**config.mk**
```make
export PLATFORM = sky130hd
export DESIGN_NAME = ula_port_fe_audio_flat
export DESIGN_NICKNAME = d
export VERILOG_FILES = /design/src/rtl/ula_pkg.sv /design/src/rtl/ula_port_fe_audio_if.sv /design/src/rtl/ula_sync_filter.sv /design/src/rtl/ula_port_fe_audio.sv /design/src/flat_wrapper.sv
export SDC_FILE = /design/constraint.sdc
export NUM_CORES = 1
export LEC_CHECK = 0
export CAP_MARGIN = 5
export CORE_UTILIZATION = 42
export CTS_CLUSTER_SIZE = 20
export DETAILED_ROUTE_END_ITERATION = 7
export PLACE_DENSITY = 0.75
export SLEW_MARGIN = 30
export SYNTH_ARGS = -nofsm -noshare
export SYNTH_HDL_FRONTEND = slang
export SYNTH_SLANG_ARGS = --single-unit
```
**constraint.sdc**
```tcl
create_clock -name clk -period 2 [get_ports clk]
set_clock_uncertainty 0.1 [all_clocks]
set_input_delay 0.5 -clock clk [delete_from_list [all_inputs] [get_ports clk]]
set_output_delay 0.5 -clock clk [all_outputs]
set_load 0.005 [all_outputs]
```
**src/rtl/ula_pkg.sv**
```systemverilog
// Shared ULA port constants, default audio weights and common types.
// Pure declarations: no latency, no backpressure.
package ula_pkg;
    localparam int PORT_FE_BORDER_LSB = 0;
    localparam int MIC_BIT            = 3;
    localparam int EAR_BIT            = 4;
    localparam int TAPE_READ_BIT      = 6;

    localparam int DEF_SAMPLE_W    = 16;
    localparam int DEF_EAR_WEIGHT  = 24576;
    localparam int DEF_MIC_WEIGHT  = 4096;
    localparam int DEF_TAPE_WEIGHT = 8192;

    typedef logic [2:0] border_t;
endpackage

```
**src/rtl/ula_port_fe_audio_if.sv**
```systemverilog
// CPU-side port bundle: I/O write bus and PCM sample request/response.
// Sample returns one cycle after its strobe; no backpressure (consumer must take every pulse).
interface ula_port_fe_audio_if #(
    parameter int SAMPLE_W = 16
) ();
    logic                io_we;
    logic                addr0;
    logic [7:0]          din;
    logic                sample_stb;
    logic [SAMPLE_W-1:0] pcm;
    logic                pcm_valid;

    modport master (output io_we, addr0, din, sample_stb, input pcm, pcm_valid);
    modport slave  (input io_we, addr0, din, sample_stb, output pcm, pcm_valid);
endinterface

```
**src/rtl/ula_sync_filter.sv**
```systemverilog
// Two-flop synchroniser plus stability filter; q follows d_async after 2 + FILTER_LEN stable cycles.
// No handshake: shorter pulses are swallowed.
module ula_sync_filter #(
    parameter int FILTER_LEN = 4
) (
    input  logic clk,
    input  logic reset,
    input  logic d_async,
    output logic q
);
    localparam int CNT_W = $clog2(FILTER_LEN + 1);

    logic [1:0]       sync;
    logic [CNT_W-1:0] cnt;

    // q flips on the cycle the count would reach FILTER_LEN
    always_ff @(posedge clk) begin
        if (reset) begin
            sync <= '0;
            cnt  <= '0;
            q    <= 1'b0;
        end else begin
            sync <= {sync[0], d_async};
            if (sync[1] == q) begin
                cnt <= '0;
            end else if (cnt == CNT_W'(FILTER_LEN - 1)) begin
                q   <= sync[1];
                cnt <= '0;
            end else begin
                cnt <= cnt + 1'b1;
            end
        end
    end
endmodule

```
**src/rtl/ula_port_fe_audio.sv**
```systemverilog
// Port 0xFE latch, tape filter, weighted PCM + sigma-delta audio and activity LED.
// Writes and samples land 1 cycle later; no backpressure on either path.
module ula_port_fe_audio
    import ula_pkg::*;
#(
    parameter int SAMPLE_W    = DEF_SAMPLE_W,
    parameter int EAR_WEIGHT  = DEF_EAR_WEIGHT,
    parameter int MIC_WEIGHT  = DEF_MIC_WEIGHT,
    parameter int TAPE_WEIGHT = DEF_TAPE_WEIGHT,
    parameter int FILTER_LEN  = 4,
    parameter int LED_DIV_W   = 7
) (
    input  logic                      clk,
    input  logic                      reset,
    ula_port_fe_audio_if.slave        bus,
    input  logic                      tape_in,
    input  logic                      tape_monitor,
    output border_t                   border,
    output logic                      mic,
    output logic                      ear,
    output logic                      tape_bit,
    output logic                      dsm_out,
    output logic                      activity_led
);
    localparam int LW = SAMPLE_W + 2;

    if (SAMPLE_W < 8 || SAMPLE_W > 24) begin : g_bad_sample_w
        $error("SAMPLE_W must be within 8..24");
    end
    if (EAR_WEIGHT < 0 || EAR_WEIGHT >= (1 << SAMPLE_W)) begin : g_bad_ear_w
        $error("EAR_WEIGHT must fit in SAMPLE_W bits");
    end
    if (MIC_WEIGHT < 0 || MIC_WEIGHT >= (1 << SAMPLE_W)) begin : g_bad_mic_w
        $error("MIC_WEIGHT must fit in SAMPLE_W bits");
    end
    if (TAPE_WEIGHT < 0 || TAPE_WEIGHT >= (1 << SAMPLE_W)) begin : g_bad_tape_w
        $error("TAPE_WEIGHT must fit in SAMPLE_W bits");
    end
    if (FILTER_LEN < 1) begin : g_bad_filter
        $error("FILTER_LEN must be at least 1");
    end
    if (LED_DIV_W < 1) begin : g_bad_led_div
        $error("LED_DIV_W must be at least 1");
    end

    logic [LW-1:0]        sum;
    logic [SAMPLE_W-1:0]  level;
    logic [SAMPLE_W:0]    acc;
    logic                 act_r;
    logic                 act_prev;
    logic [LED_DIV_W-1:0] led_cnt;
    logic                 unused_din;

    assign unused_din = ^bus.din[7:5];

    ula_sync_filter #(.FILTER_LEN(FILTER_LEN)) u_tape_filter (
        .clk     (clk),
        .reset   (reset),
        .d_async (tape_in),
        .q       (tape_bit)
    );

    // Two guard bits hold the worst-case three-way sum before clamping
    always_comb begin
        sum = '0;
        if (ear)                     sum = sum + LW'(EAR_WEIGHT);
        if (mic)                     sum = sum + LW'(MIC_WEIGHT);
        if (tape_monitor && tape_bit) sum = sum + LW'(TAPE_WEIGHT);
        level = (|sum[LW-1:SAMPLE_W]) ? '1 : sum[SAMPLE_W-1:0];
    end

    // The accumulator MSB is the carry of the last add, i.e. the bitstream
    assign dsm_out = acc[SAMPLE_W];

    always_ff @(posedge clk) begin
        if (reset) begin
            border        <= '0;
            mic           <= 1'b0;
            ear           <= 1'b0;
            bus.pcm       <= '0;
            bus.pcm_valid <= 1'b0;
            acc           <= '0;
            act_r         <= 1'b0;
            act_prev      <= 1'b0;
            led_cnt       <= '0;
            activity_led  <= 1'b0;
        end else begin
            if (bus.io_we && !bus.addr0) begin
                border <= bus.din[PORT_FE_BORDER_LSB +: $bits(border_t)];
                mic    <= bus.din[MIC_BIT];
                ear    <= bus.din[EAR_BIT];
            end
            if (bus.sample_stb) begin
                bus.pcm <= level;
            end
            bus.pcm_valid <= bus.sample_stb;
            acc           <= {1'b0, acc[SAMPLE_W-1:0]} + {1'b0, level};
            act_r         <= ear ^ mic ^ tape_bit;
            act_prev      <= act_r;
            if (act_r && !act_prev) begin
                if (led_cnt == '0) begin
                    activity_led <= ~activity_led;
                end
                led_cnt <= led_cnt - 1'b1;
            end
        end
    end
endmodule

```
**src/flat_wrapper.sv**
```systemverilog
// flat-port wrapper written by rule: the top's interface ports become plain ports
module ula_port_fe_audio_flat import ula_pkg::*;
#(
    parameter int SAMPLE_W    = DEF_SAMPLE_W,
    parameter int EAR_WEIGHT  = DEF_EAR_WEIGHT,
    parameter int MIC_WEIGHT  = DEF_MIC_WEIGHT,
    parameter int TAPE_WEIGHT = DEF_TAPE_WEIGHT,
    parameter int FILTER_LEN  = 4,
    parameter int LED_DIV_W   = 7
)
  (clk, reset, tape_in, tape_monitor, border, mic, ear, tape_bit, dsm_out, activity_led, bus_io_we, bus_addr0, bus_din, bus_sample_stb, bus_pcm, bus_pcm_valid);
  ula_port_fe_audio_if #(.SAMPLE_W(SAMPLE_W)) bus_i ();
  input  logic clk;
  input  logic reset;
  input  logic tape_in;
  input  logic tape_monitor;
  output border_t border;
  output logic mic;
  output logic ear;
  output logic tape_bit;
  output logic dsm_out;
  output logic activity_led;
  input wire logic [$bits(bus_i.io_we)-1:0] bus_io_we;
  input wire logic [$bits(bus_i.addr0)-1:0] bus_addr0;
  input wire logic [$bits(bus_i.din)-1:0] bus_din;
  input wire logic [$bits(bus_i.sample_stb)-1:0] bus_sample_stb;
  output wire logic [$bits(bus_i.pcm)-1:0] bus_pcm;
  output wire logic [$bits(bus_i.pcm_valid)-1:0] bus_pcm_valid;
  assign bus_i.io_we = bus_io_we;
  assign bus_i.addr0 = bus_addr0;
  assign bus_i.din = bus_din;
  assign bus_i.sample_stb = bus_sample_stb;
  assign bus_pcm = bus_i.pcm;
  assign bus_pcm_valid = bus_i.pcm_valid;
  ula_port_fe_audio #(.SAMPLE_W(SAMPLE_W), .EAR_WEIGHT(EAR_WEIGHT), .MIC_WEIGHT(MIC_WEIGHT), .TAPE_WEIGHT(TAPE_WEIGHT), .FILTER_LEN(FILTER_LEN), .LED_DIV_W(LED_DIV_W)) u_core (.clk(clk), .reset(reset), .bus(bus_i), .tape_in(tape_in), .tape_monitor(tape_monitor), .border(border), .mic(mic), .ear(ear), .tape_bit(tape_bit), .dsm_out(dsm_out), .activity_led(activity_led));
endmodule
```
==> results.py <==
metrics = {
    "run_status": {
        "status": "completed",
    },
    "synth": {
        "syn_area_um2": 1400,
        "ys_seq_elements": 31,
        "synth-edff-count": 0,
        "ys_warn_count": 0,
        "yosysSeqAreaShare_pct": 44.3,
        "synthTopCellsByArea": "dfxtp_1 (44%), ha_1 (8.9%), buf_4 (7.0%)",
        "ys_async_sr_fraction_pct": 0,
        "ys.flop_type": "dfxtp_1",
        "synthCells": 143,
        "avgSynthCellArea_um2": 9.79,
        "synth_cell_types": 30,
        "synth_top_cell_by_area": "dfxtp_1",
        "synth_top_cell_area_share_pct": 44.3,
    },
    "clocking": {
        "hold_buffers": 0,
        "clock_sinks": 31,
        "cts.htree.levels": 2,
        "cts_tree": "done",
        "cts-root-buf": "clkbuf_4",
        "cts_inserted_buffers": 5,
        "clkTransAtPathRegs_ns": 0.11,
        "ctsLongestPathBuffers": 2,
        "clk_latency_ns": 0.33,
    },
    "pwr": {
        "leakagePower_nw": 0.825,
        "p_comb_share_pct": 12.3,
        "cellPowerDensity_nw_per_um2": 742,
        "p_seq_share_pct": 49.6,
        "p_sw_w": 0.000310,
        "swShare_pct": 23.0,
        "power_w": 0.00135,
        "p_int_w": 0.00104,
        "clockPowerShare_pct": 38.1,
        "ir_worst_vdd_v": 0.000470,
    },
    "critical_path": {
        "arrival_ns": 1.32,
        "crit_type": "flop to output pin",
        "required_ns": 1.40,
        "start_kind": "flop",
        "end_kind": "output pin",
        "worstPathMaxFanout": 4,
    },
    "floorplanning": {
        "start_util_pct": 45.1,
        "die_y_um": 59.7,
        "io_pins": 40,
        "dieWidth_um": 59.7,
        "core-area_um2": 3100,
        "die_area_um2": 3570,
        "rows": 20,
    },
    "global_routing": {
        "grt_antenna_before_repair": 0,
        "grt_start_max_net_pins": 11,
        "grtUsageTotal_pct": 16.0,
        "grt-ovfl-total": 0,
        "grt_pass1_vias": 1009,
        "grt_pass1_wl_um": 4110,
    },
    "route": {
        "drc": 0,
        "viasPerCell": 4.55,
        "num_vias": 1019,
        "dr.pass1.iters": 4,
        "wl_per_cell_um": 11.1,
        "wirelength_um": 2480,
        "drt_first_iter_violations": 33,
        "drtAntennaViolNets": 0,
    },
    "sta": {
        "finalMaxSlewViolations": 0,
        "setup_viol": 0,
        "setup_slack_ns": 0.0836,
        "post-route-min-period_ns": 1.92,
        "finalCritPeriodShare_pct": 95.8,
        "hold_violations": 0,
        "grt_setup_unrepaired": "no",
        "fmax_ghz": 0.522,
    },
    "finish": {
        "fillers": 282,
        "fin_nets": 205,
        "drive_gt1_share_pct": 16.1,
        "area_growth_pct": 29.8,
        "diodes": 0,
    },
    "place": {
        "hpwlAfterDp_um": 1860,
        "io_buffers": 24,
        "pre_cts_slack_ns": -0.535,
        "place.gp.congestion": 0.782,
    },
    "worst_hold_path": {
        "min_path_type": "flop to flop",
    },
    "job": {
        "cap_viol_max_count": 0,
    },
}
==> critical path, stage by stage (launching register included) <==
cell and delay [ns]:
dfxtp_2 0.36, buf_4 0.13, clkdlybuf4s50_1 0.50
==> final cells by class <==
type | count | area [um2] | area share [%]
Multi-Input combinational cell | 100 | 708 | 39.0
Sequential cell | 31 | 623 | 34.3
Timing Repair Buffer | 35 | 322 | 17.7
Tap cell | 44 | 55.1 | 3.03
Clock buffer | 6 | 51.3 | 2.82
Clock inverter | 2 | 35.0 | 1.93
Inverter | 6 | 22.5 | 1.24
==> cell usage in the layout, fill, tap and decap left out <==
master,n
dfxtp_1,29
nor2_1,23
clkdlybuf4s50_1,23
conb_1,12
nor2b_1,11
buf_4,11
mux2i_1,9
ha_1,9
inv_1,5
clkbuf_4,5
xnor2_1,3
or3_1,3
a21oi_1,3
or4_1,2
xor2_1,2
a21o_1,2
nor4_1,2
mux2_2,2
a211oi_1,2
dfxtp_2,2
inv_2,1
nand2_2,1
nand3b_1,1
o21ai_0,1
and2_1,1
nor3_1,1
and2b_1,1
nand2b_1,1
or2b_1,1
mux2_1,1
o31ai_1,1
or4_2,1
a21oi_2,1
mux2_4,1
fa_1,1
ha_4,1
clkinv_2,1
bufinv_16,1
clkbuf_8,1
dlygate4sd2_1,1
==> final timing paths <==
check,from,to,slack (ns),cells after the start
max,u_core.ear$_SDFFE_PP0P_,ear,0.08,2
min,u_core.u_tape_filter.cnt[0]$_SDFF_PP0_,u_core.u_tape_filter.cnt[0]$_SDFF_PP0_,0.33,1
max reg2reg,u_core.u_tape_filter.q$_SDFFE_PP0P_,u_core.acc[15]$_SDFF_PP0_,0.16,7
min reg2reg,u_core.u_tape_filter.cnt[0]$_SDFF_PP0_,u_core.u_tape_filter.cnt[0]$_SDFF_PP0_,0.33,1
==> through the flow <==
stage / util, % / hold slack (ns) / cells / setup TNS [ns] / cell area (um2)
5_1_grt: 58.5 / 0.351 / 224 / 0 / 1820
3_5_place_dp: 54.8 / 0.315 / 215 / -1.43 / 1700
4_1_cts: 58.5 / 0.330 / 224 / 0 / 1810
6_report: 58.5 / 0.326 / 224 / 0 / 1820
2_1_floorplan: - / 0.299 / 154 / 0 / 1440
3_3_place_gp: 54.8 / 0.308 / 215 / -1.33 / 1700
==> cells in the mapped netlist (3+ instances only) <==
master / count
dfxtp_1: 31
nor2_1: 23
buf_4: 13
nor2b_1: 11
ha_1: 10
mux2i_1: 9
inv_1: 6
a21oi_1: 4
clkbuf_1: 4
mux2_2: 3
or3_1: 3
xnor2_1: 3
==> cells by family (layout without fill, tap and decap cells) <==
kind of cell	after synthesis	count (layout)	synth area share (%)
other	1	12	0.268
multiplexers	13	13	9.65
flip-flops	31	31	44.3
AND/OR/NAND/NOR	49	49	18.1
XOR/XNOR	5	5	3.13
buffers and inverters	23	49	9.65
adder cells (fa/ha/maj)	11	11	10.4
AO/OA/AOI/OAI	10	10	4.47
==> flip-flops by register name (all words and copies together) (netlist names) <==
name / flops
u_core.bus.pcm_valid: 1
u_core.u_tape_filter.q: 1
u_core.acc: 5
u_core.led_cnt: 7
u_core.u_tape_filter.sync: 2
u_core.bus.pcm: 4
u_core.u_tape_filter.cnt: 3
u_core.border: 3
u_core.ear: 1
u_core.act_r: 1
u_core.activity_led: 1
u_core.mic: 1
u_core.act_prev: 1
==> power groups by stage <==
stage / Sequential, W / Clock [W] / Combinational [W]
after detailed placement: 0.000682 / 0 / 0.000164
after CTS: 0.000669 / 0.000526 / 0.000166
after global routing: 0.000675 / 0.000563 / 0.000183
after global placement: 0.000681 / 0 / 0.000155
after floorplan: 0.000679 / 0 / 0.000108
final: 0.000669 / 0.000514 / 0.000165
==> routing by layer <==
| layer | part of all wire, % | track usage (%) | vias to the layer above |
|---|---|---|---|
| li1 | - | - | 520 |
| met1 | 41 | 16.0 | 466 |
| met2 | 52 | 29.0 | 33 |
| met3 | 6.9 | 7.58 | 0 |
| met4 | 0 | 4.98 | 0 |
| met5 | 0 | 0 | - |
==> what timing repair did <==
action / in CTS / in global routing
endpoints found under the setup margin: 2 / 2
setup buffers: 1 / 0
pin swaps: 4 / 0
gates resized for setup: 5 / 2
No activity file was read; power rests on OpenSTA's default activity.
